**src/rtl/seg7_scan_mux.sv**
```systemverilog
// Multiplexed N-digit hex 7-segment driver with frame-synchronous double buffering.
// Optional leading-zero blanking via `define SEG7_LEADING_ZERO_BLANK_EN.
module seg7_scan_mux #(
    parameter int DIGITS  = 4,
    parameter int CLK_DIV = 50000
) (
    input  logic                  clk,
    input  logic                  rst,
    input  logic                  enable,
    input  logic                  seg7all_on,
    input  logic [4*DIGITS-1:0]   value,
    input  logic [DIGITS-1:0]     dp_in,
    input  logic                  load,
    output logic [6:0]            seg,
    output logic                  dp,
    output logic [DIGITS-1:0]     an
);

    localparam int CW = $clog2(CLK_DIV);
    localparam int IW = (DIGITS > 1) ? $clog2(DIGITS) : 1;
    localparam logic [CW-1:0] CNT_MAX = CW'(CLK_DIV - 1);
    localparam logic [IW-1:0] IDX_MAX = IW'(DIGITS - 1);

    logic [CW-1:0]       cnt;
    logic [IW-1:0]       idx;
    logic                tick;
    logic                frame_end;
    logic                xfer;

    logic [4*DIGITS-1:0] disp_val;
    logic [DIGITS-1:0]   disp_dp;
    logic [4*DIGITS-1:0] pend_val;
    logic [DIGITS-1:0]   pend_dp;
    logic                pend_v;

    logic [3:0]          nib;
    logic                dsel;
    logic                blank;
    logic [DIGITS-1:0]   an_next;
    logic [6:0]          glyph;

    assign tick      = (cnt == CNT_MAX);
    assign frame_end = tick && (idx == IDX_MAX);
    // While dark there is no frame to tear, so pending data moves immediately.
    assign xfer      = pend_v && (frame_end || !enable);

    always_ff @(posedge clk) begin
        if (rst || !enable) begin
            cnt <= '0;
            idx <= '0;
        end else if (tick) begin
            cnt <= '0;
            idx <= (idx == IDX_MAX) ? '0 : idx + IW'(1);
        end else begin
            cnt <= cnt + CW'(1);
        end
    end

    always_ff @(posedge clk) begin
        if (rst) begin
            disp_val <= '0;
            disp_dp  <= '0;
            pend_val <= '0;
            pend_dp  <= '0;
            pend_v   <= 1'b0;
        end else begin
            if (xfer) begin
                disp_val <= pend_val;
                disp_dp  <= pend_dp;
            end
            if (load) begin
                pend_val <= value;
                pend_dp  <= dp_in;
                pend_v   <= 1'b1;
            end else if (xfer) begin
                pend_v   <= 1'b0;
            end
        end
    end

    always_comb begin
        nib     = 4'h0;
        dsel    = 1'b0;
        an_next = '1;
        for (int k = 0; k < DIGITS; k++) begin
            if (idx == IW'(k)) begin
                nib        = disp_val[4*k +: 4];
                dsel       = disp_dp[k];
                an_next[k] = 1'b0;
            end
        end
    end

`ifdef SEG7_LEADING_ZERO_BLANK_EN
    logic [DIGITS-1:0] zero_up;

    // zero_up[k]: nibble k and every nibble above it are zero.
    always_comb begin
        zero_up = '0;
        zero_up[DIGITS-1] = (disp_val[4*DIGITS-1 -: 4] == 4'h0);
        for (int k = DIGITS - 2; k >= 0; k--) begin
            zero_up[k] = zero_up[k+1] && (disp_val[4*k +: 4] == 4'h0);
        end
        blank = 1'b0;
        for (int k = 1; k < DIGITS; k++) begin
            if (idx == IW'(k)) begin
                blank = zero_up[k];
            end
        end
    end
`else
    assign blank = 1'b0;
`endif

    always_comb begin
        glyph = 7'h7F;
        unique case (nib)
            4'h0: glyph = 7'b1000000;
            4'h1: glyph = 7'b1111001;
            4'h2: glyph = 7'b0100100;
            4'h3: glyph = 7'b0110000;
            4'h4: glyph = 7'b0011001;
            4'h5: glyph = 7'b0010010;
            4'h6: glyph = 7'b0000010;
            4'h7: glyph = 7'b1111000;
            4'h8: glyph = 7'b0000000;
            4'h9: glyph = 7'b0011000;
            4'hA: glyph = 7'b0001000;
            4'hB: glyph = 7'b0000011;
            4'hC: glyph = 7'b1000110;
            4'hD: glyph = 7'b0100001;
            4'hE: glyph = 7'b0000110;
            4'hF: glyph = 7'b0001110;
        endcase
    end

    always_ff @(posedge clk) begin
        if (rst || !enable) begin
            seg <= 7'h7F;
            dp  <= 1'b1;
            an  <= '1;
        end else begin
            an <= an_next;
            if (seg7all_on) begin
                seg <= 7'h00;
                dp  <= 1'b0;
            end else begin
                seg <= blank ? 7'h7F : glyph;
                dp  <= ~dsel;
            end
        end
    end

endmodule

```
**config.mk**
```make
export PLATFORM = sky130hd
export DESIGN_NAME = seg7_scan_mux
export DESIGN_NICKNAME = d
export VERILOG_FILES = /design/src/rtl/seg7_scan_mux.sv
export SDC_FILE = /design/constraint.sdc
export NUM_CORES = 1
export LEC_CHECK = 0
export CAP_MARGIN = 10
export CORE_MARGIN = 1
export CORE_UTILIZATION = 50
export CTS_CLUSTER_DIAMETER = 60
export DETAILED_ROUTE_END_ITERATION = 12
export PLACE_DENSITY = 0.76
export RECOVER_POWER = 50
export SYNTH_ARGS = -nofsm -noshare
export SYNTH_HDL_FRONTEND = slang
export SYNTH_SLANG_ARGS = --single-unit
```
**constraint.sdc**
```tcl
create_clock -name clk -period 2.5 [get_ports clk]
set_input_delay 0.75 -clock clk [delete_from_list [all_inputs] [get_ports clk]]
set_output_delay 0.75 -clock clk [all_outputs]
set_load 0.005 [all_outputs]
```
# --- Word level (Yosys, flattened, before mapping) ---
# Memory sizes are Yosys's and may differ from the RTL's.
# Cells that the tools add are included.
totals:
  regBits: 71
  romBits: 112
  input_bits: 25
  output_inout_bits: 12
  elab_cells: 43
  mem_count: 1
mem_list:
  columns: ["name", "words", "width", "rd", "rd_clocked_by_memory_dff", "wr", "line_no", "source"]
  rows:
  - ["(name not given)", 16, 7, 1, 0, 0, "117", "unique case (nib)"]
classes:
  addsub: 2
  n_eq_ne: 4
  n_mux: 17
  bitwise: 1
  reduce_logical: 8
ops:
  columns: ["op", "n"]
  rows:
  - ["adder 16 x 1 -> 16 bit (second input constant)", 1]
  - ["equality test 16 bit (second input constant)", 1]
  - ["2-to-1 mux 4 bit", 4]
  - ["2-to-1 mux 1 bit", 11]
  - ["2-to-1 mux 7 bit", 1]
  - ["equality test 2 bit (second input constant)", 2]
  - ["adder 2 x 1 -> 2 bit (second input constant)", 1]
  - ["equality test 2 x 1 -> 1 bit (second input constant)", 1]
  - ["logical AND 1 bit", 2]
  - ["logical NOT 2 bit", 1]
  - ["logical OR 1 bit", 2]
  - ["2-to-1 mux 2 bit", 1]
  - ["nonzero test 2 bit", 1]
  - ["OR reduction 2 bit", 1]
  - ["logical NOT 1 bit", 1]
  - ["inverter 1 bit", 1]

# --- Depth between registers and ports, before layout ---
# Gate-level depths: netlist of run 1.
logic_depth:
  depth_word: 7
  depth_mapped: 12

# --- Least setup slack after synthesis of run 1 ---
# OpenSTA, ideal clock, no wires.
synth_path:
  path_type: "reg2reg"
  startpoint: "reg idx[1]"
  endpoint: "reg seg[3]"
  t_arrival_ns: 2.263
  path_slack_ns: 0.115
  stages_incl_launch_ff: 12
  path_buffers: 1
  synth_period_minus_slack_ns: 2.385
  path_cell_list: "dfxtp_1 > inv_1 > ha_1 > buf_4 > a21oi_1 > o21ai_0 > a22oi_1 > inv_1 > ha_1 > nand2_1 > o21ai_0 > a311o_1"
synth_via:
  elab_chain_len: 7
  elab_cells_between_ends: 10
  classes_between: "eq/ne: 3; mux: 5; reduce/logical: 1; memory: 1"
synth_rtl:
  columns: ["item", "line_no", "source"]
  rows:
  - ["start: declaration", "25", "logic [IW-1:0] idx;"]
  - ["start signal: assignment", "53", "idx <= (idx == IDX_MAX) ? '0 : idx + IW'(1);"]
  - ["logical NOT 2 bit", "86", "if (idx == IW'(k)) begin"]
  - ["2-to-1 mux 4 bit (3 in a row)", "86", null]
  - ["2-to-1 mux 4 bit (*)", "86", null]
  - ["memory (16 x 7 bit) (*)", null, null]
  - ["2-to-1 mux 7 bit (*)", "144", "if (seg7all_on) begin"]
  - ["end signal: assignment", "148", "seg <= blank ? 7'h7F : glyph;"]
  - ["end: declaration", "14", "output logic [6:0] seg,"]
# Mark *: on every way between the ends. The rest lies on a longest branch, timed or not.
# A chain may end at the register's enable or synchronous reset.

# --- Worst setup path in the final report of run 1 ---
# Same ends and word-level chain as after synthesis.

==> flow_summary.ini, run 1 <==
[global_routing]
grt_first_pass_wirelength_um = 9177
globalRouteTotalUtil_pct = 18.62
grt_max_degree = 42
antenna_found_initial = 0
grt_pass1_vias = 2087
grt.overflow.total = 0

[yosys]
synth_fa_ha_area_share_pct = 4.835
syn_area_um2 = 3105
yosysSeqAreaShare_pct = 45.77
synth_top_family_by_area = simple AND/OR/NAND/NOR gates
synth-main-ff-cell = dfxtp_1
synth.area.top_cells = dfxtp_1 46%, mux2i_1 14%, nor2_1 7.6%
synthArstFlopShare_pct = 0
syn_inst = 319
synthMuxAreaShare_pct = 14.38
synth.top_cell.area_share_pct = 45.77
yosys_warnings = 0
synth_edf_count = 0
synth_compound_area_share_pct = 8.259
synth-simple-area-share_pct = 18.21
synth_area_leader_cell = dfxtp_1
synth-xor-area-share_pct = 3.948
synth-seq-cells = 71
synth_cell_type_count = 46
yosysMostFrequentCell = dfxtp_1
avgSynthCellArea_um2 = 9.735
yosys-top-cells-count = 71 x dfxtp_1, 63 x nor2_1, 42 x mux2i_1
syn_nets = 356

[layout]
multi_input_comb_area_um2 = 1553
finish.utilization_pct = 62.31
syn2layout_area_growth_pct = 19.50
seqCellArea_um2 = 1421
drive_above_1_share_pct = 9.695
filler_cell_count = 512
final_nets = 395
diodes = 0

[power]
irDropWorstVdd_v = 0.0005129
p_comb_share_pct = 7.8
intPower_w = 0.001661
switching_share_pct = 21.85
power_density_nw_per_um2 = 572.7
seq_power_share_pct = 55.7
leakagePower_nw = 1.429
p_sw_w = 0.0004643
p_clk_share_pct = 36.5

[die]
dieArea_um2 = 6530
design.core.area_um2 = 5956
die_height_um = 80.81
ios = 37
die_width_um = 80.81
num_rows = 28
initial_core_util_pct = 52.14

[sta]
tns_ns = 0
slew_headroom_pct = 47.60
fmax_mhz = 430.4
tightest_slew_ns = 0.7860
hold_violations = 0
skew_ns = 0.006224
period_share_pct = 92.94
period_needed_ns = 2.324
drv_slew = 0
setup_viol = 0

[placed_design]
dpl.hpwl_um = 3964
io_buffers = 36
globalplace.congestion = 0.7595

[drt]
viasPerCell = 5.213
drc = 0
postRouteAntennaNets = 0
wl_um = 5539
routed-via-count = 2273
drt-pass1-iter-count = 4
met1_length_um = 2703
wl_met2_um = 2530
drtIter0Drc = 68
dr_wl_met3_um = 183
wl_per_cell_um = 12.70
top_layer = met4

[clocking]
cts_buffers = 9
clock_sinks = 71
root_buffer = clkbuf_8
holdBufCountCts = 0
path_clk_slew_ns = 0.07
cts_tree = yes
htreeDepth = 3
worstSkewPairLatency_ns = 0.34
cts_buffer_depth = 2

[worst_setup_path]
required_ns = 2.72
worstSetupStartpointType = flip-flop
critical_path_buf_inv_count = 2
endpoint_kind = flip-flop
cp_data_arrival_time_ns = 2.55
crit_slowest_cell = dfxtp_1
crit_fanout = 11
path_delay_family = compound AO/OA/AOI/OAI gates
crit_type = reg -> reg
worst_path_largest_cell_delay_ns = 0.40
path_cells = inv_1, ha_2, a21oi_1, o21ai_0, a22oi_1, inv_1, ha_1, nand2_1, o21ai_0, a311o_1

[hold_path]
hold_class = reg -> reg

[job]
maxCapViolCount = 0

[outcome]
outcome = finished, final reports clean
-- layout make-up --
| type | instances | share of cell area (%) |
|---|---|---|
| clock buffers | 13 | 4.282 |
| clock inverters | 1 | 0.1349 |
| inverters | 12 | 1.214 |
| multi-input cells | 219 | 41.84 |
| flip-flops and latches | 71 | 38.30 |
| well taps | 75 | 2.529 |
| repair buffers | 45 | 11.70 |
-- routing by layer --
metal  vias up  GRT usage (%)
li1       1171              -
met1      1055          22.53
met2        37          30.08
met3        10          5.506
met4         0          9.107
met5         -              0
-- metrics by stage --
stage          cells  cell area, µm²  total power [W]  hold WS [ns]  setup WS, ns
6_report         436            3711         0.002125        0.4724        0.1765
5_1_grt          436            3711         0.002208        0.4986      -0.01679
4_1_cts          435            3702         0.002156        0.4748        0.1299
3_5_place_dp     421            3538         0.001381        0.4577        0.1412
3_3_place_gp     421            3538         0.001376        0.4486        0.1966
2_1_floorplan    319            3105         0.001301        0.4295        0.1155
-- power groups by stage --
stage	clock, W	combinational (W)	sequential [W]
CTS	0.000800	0.000170	0.00119
global placement	0	0.000167	0.00121
detailed placement	0	0.000170	0.00121
floorplan	0	0.0000954	0.00121
finish	0.000775	0.000165	0.00118
global route	0.000839	0.000182	0.00119
-- sequential cells by signal (all words and copies together) (netlist names) --
signal	cells
disp_val	16
pend_val	16
dp	1
cnt	16
disp_dp	4
idx	2
seg	7
pend_dp	4
an	4
pend_v	1
-- logic make-up after synthesis --
| family | after synthesis |
|---|---|
| fa+ha+maj | 12 |
| buf+inv | 29 |
| mux | 44 |
| flops | 71 |
| compound gates | 32 |
| simple gates | 117 |
| xor+xnor | 14 |
-- final timing paths --
path                            cells after the start   start  slack [ns]  endpoint
worst min-delay path                                1  cnt[0]        0.47    cnt[0]
worst min register to register                      1  cnt[0]        0.47    cnt[0]
worst max-delay path                               10  idx[1]        0.18    seg[3]
worst max register to register                     10  idx[1]        0.18    seg[3]
-- cells in the final DEF, fill, tap and decap left out, drive strengths merged, types with 2 or more instances in the layout --
| cell type | netlist | routed |
|---|---|---|
| a21oi | 8 | 8 |
| a221o | 2 | 2 |
| a311o | 3 | 3 |
| and3 | 2 | 2 |
| and4bb | 2 | 2 |
| buf | 10 | 7 |
| clkbuf | 7 | 15 |
| clkdlybuf4s50 | 0 | 23 |
| dfxtp | 71 | 71 |
| dlygate4sd3 | 0 | 13 |
| ha | 12 | 12 |
| inv | 12 | 12 |
| mux2 | 2 | 2 |
| mux2i | 42 | 42 |
| nand2 | 19 | 19 |
| nand3 | 8 | 8 |
| nand3b | 4 | 4 |
| nand4 | 5 | 5 |
| nor2 | 63 | 63 |
| nor2b | 3 | 3 |
| nor3 | 3 | 3 |
| nor3b | 3 | 3 |
| o211ai | 2 | 2 |
| o21ai | 7 | 7 |
| o311ai | 2 | 2 |
| xnor2 | 5 | 5 |
| xor2 | 9 | 9 |
-- repair_timing --
item                       4_1_cts  5_1_grt
resized for setup                0        3
buffers inserted                 0        1
setup endpoints to repair        0        2
-- worst reg2reg max path, stage by stage, from the launching register on --
cell and delay (ns):
dfxtp_1 0.40, inv_1 0.10, ha_2 0.25, a21oi_1 0.16, o21ai_0 0.11, a22oi_1 0.21, inv_1 0.11, ha_1 0.35
nand2_1 0.08, o21ai_0 0.07, a311o_1 0.36
Note: power is estimated with default switching activity, not from simulation.
==> run 2: changes to the inputs <==
--- a/config.mk
+++ b/config.mk
@@ -5,13 +5,16 @@
 export SDC_FILE = /design/constraint.sdc
 export NUM_CORES = 1
 export LEC_CHECK = 0
+export ABC_AREA = 1
 export CAP_MARGIN = 10
 export CORE_MARGIN = 1
 export CORE_UTILIZATION = 50
 export CTS_CLUSTER_DIAMETER = 60
 export DETAILED_ROUTE_END_ITERATION = 12
-export PLACE_DENSITY = 0.76
+export HOLD_SLACK_MARGIN = 0.05
+export PLACE_DENSITY = 0.75
 export RECOVER_POWER = 50
+export SETUP_SLACK_MARGIN = 0.3
 export SYNTH_ARGS = -nofsm -noshare
 export SYNTH_HDL_FRONTEND = slang
 export SYNTH_SLANG_ARGS = --single-unit
==> flow_summary.ini, run 2 <==
[yosys]
syn_inst = 446
synth.area.top_cells = dfxtp_1 44%, nand2_1 11%, a21oi_1 9.0%
avgSynthCellArea_um2 = 7.258
synth_cell_type_count = 28
synthArstFlopShare_pct = 0
synth_edf_count = 0
synth-seq-cells = 71
yosysSeqAreaShare_pct = 43.91
syn_area_um2 = 3237
yosysMostFrequentCell = nand2_1
synth-main-ff-cell = dfxtp_1
synth.top_cell.area_share_pct = 43.91
yosys_warnings = 0
synth_area_leader_cell = dfxtp_1
syn_nets = 483
yosys-top-cells-count = 97 x nand2_1, 71 x dfxtp_1, 58 x a21oi_1

[layout]
filler_cell_count = 573
drive_above_1_share_pct = 7.469
seqCellArea_um2 = 1423
top_regs = cnt x16, disp_val x16, pend_val x16
final_common_cell = nand2_1
final_cell_mix = 97 x nand2_1, 70 x dfxtp_1, 58 x a21oi_1
syn2layout_area_growth_pct = 18.21
diodes = 0
final_cells = 557
finish.utilization_pct = 62.77
multi_input_comb_area_um2 = 1501
final_nets = 514

[sta]
slew_headroom_pct = 57.72
tightest_slew_ns = 0.6342
hold_violations = 0
rsz0062_at_grt = no
fmax_mhz = 505.2
skew_ns = 0.009108
worst_hold_slack_ns = 0.4531
period_share_pct = 79.17
drv_slew = 0
tns_ns = 0
period_needed_ns = 1.979
setup_viol = 0
setup_slack_ns = 0.5208

[drt]
viasPerCell = 4.905
routed-via-count = 2732
drt-pass1-iter-count = 5
wl_um = 5990
wl_per_cell_um = 10.75
wl_met2_um = 2647
dr_wl_met3_um = 280
top_layer = met4
drtIter0Drc = 124
drc = 0
postRouteAntennaNets = 0
met1_length_um = 2917

[worst_setup_path]
crit_type = reg -> reg
endpoint_kind = flip-flop
required_ns = 2.72
worstSetupStartpointType = flip-flop
crit_fanout = 6
cp_data_arrival_time_ns = 2.20

[clocking]
path_clk_slew_ns = 0.07
holdBufCountCts = 0
clock_sinks = 71
worstSkewPairLatency_ns = 0.35
postCtsSetupBuffers = 0
cts_tree = yes
htreeDepth = 3
root_buffer = clkbuf_8
cts_buffers = 9
cts_buffer_depth = 2

[die]
num_rows = 28
initial_core_util_pct = 53.10
die_height_um = 82.46
ios = 37
design.core.area_um2 = 6096
dieArea_um2 = 6800
die_width_um = 82.46

[global_routing]
grt_pass1_vias = 2560
grt_max_degree = 42
globalRouteTotalUtil_pct = 20.50
grt.overflow.total = 0
antenna_found_initial = 0
grt_first_pass_wirelength_um = 10540

[outcome]
outcome = finished, final reports clean

[power]
irDropWorstVdd_v = 0.0003444
leakagePower_nw = 1.563
power_density_nw_per_um2 = 659.4

[placed_design]
dpl.hpwl_um = 4150
globalplace.congestion = 0.8695
pre_cts_ws_ns = 0.4265
placed_cells = 541
io_buffers = 36

[job]
maxCapViolCount = 0

[hold_path]
hold_class = reg -> reg
## run 2: logic make-up after synthesis
kind of cell               Yosys count  synth area share, %
xor gates and xnor gates             4                1.083
adders and majority gates           12                4.638
buffers and inverters               70                9.316
DFF                                 71                43.91
AOI/OAI and AO/OA                   83                12.95
and+or+nand+nor                    206                28.10
## run 2: cell type report
cell class | count | share of cell area (%)
Inverter | 50 | 4.905
Multi-Input combinational cell | 305 | 39.24
Timing Repair Buffer | 40 | 10.04
Sequential cell | 71 | 37.18
Clock inverter | 6 | 2.845
Tap cell | 75 | 2.453
Clock buffer | 10 | 3.336
## run 2: final timing paths
check / slack (ns) / startpoint / cells after the start / end
setup reg to reg: 0.52 / idx[0] / 15 / seg[3]
setup / recovery: 0.52 / idx[0] / 15 / seg[3]
hold reg to reg: 0.45 / cnt[0] / 1 / cnt[0]
hold / removal: 0.45 / cnt[0] / 1 / cnt[0]
## run 2: routing by layer
metal,up-vias,GRT usage (%)
li1,1492,-
met1,1157,24.80
met2,70,34.05
met3,13,3.626
met4,0,11.93
met5,-,0
## run 2: power breakdown
| group | leakage (nW) | internal, W | total, W | switching, W |
|---|---|---|---|---|
| combinational | 0.859 | 0.000108 | 0.000237 | 0.000129 |
| clock | 0.120 | 0.000661 | 0.00108 | 0.000419 |
| sequential | 0.584 | 0.00118 | 0.00121 | 0.0000233 |
| total | 1.56 | 0.00195 | 0.00252 | 0.000571 |
## run 2: through the flow
stage / total power (W) / instance area, µm²
floorplan: 0.001388 / 3237
detailed placement: 0.001470 / 3607
global placement: 0.001464 / 3607
finish: 0.002523 / 3826
CTS: 0.002540 / 3844
global route: 0.002632 / 3826
## run 2: repair_timing
item                                   4_1_cts  5_1_grt
setup endpoints to repair                    0        5
resized for setup                            0        3
endpoints found under the hold margin        0        0
## run 2: worst max-delay path, cell delays in order (launching register included)
cell,delay (ns)
dfxtp_2,0.37
inv_1,0.07
ha_1,0.28
inv_2,0.13
nor2_1,0.05
nor2_1,0.07
nand2_1,0.08
nand2_2,0.11
inv_1,0.11
ha_1,0.24
inv_1,0.06
nand3_1,0.07
nand3_1,0.09
nand2_1,0.05
nand2_1,0.05
nand2_1,0.04
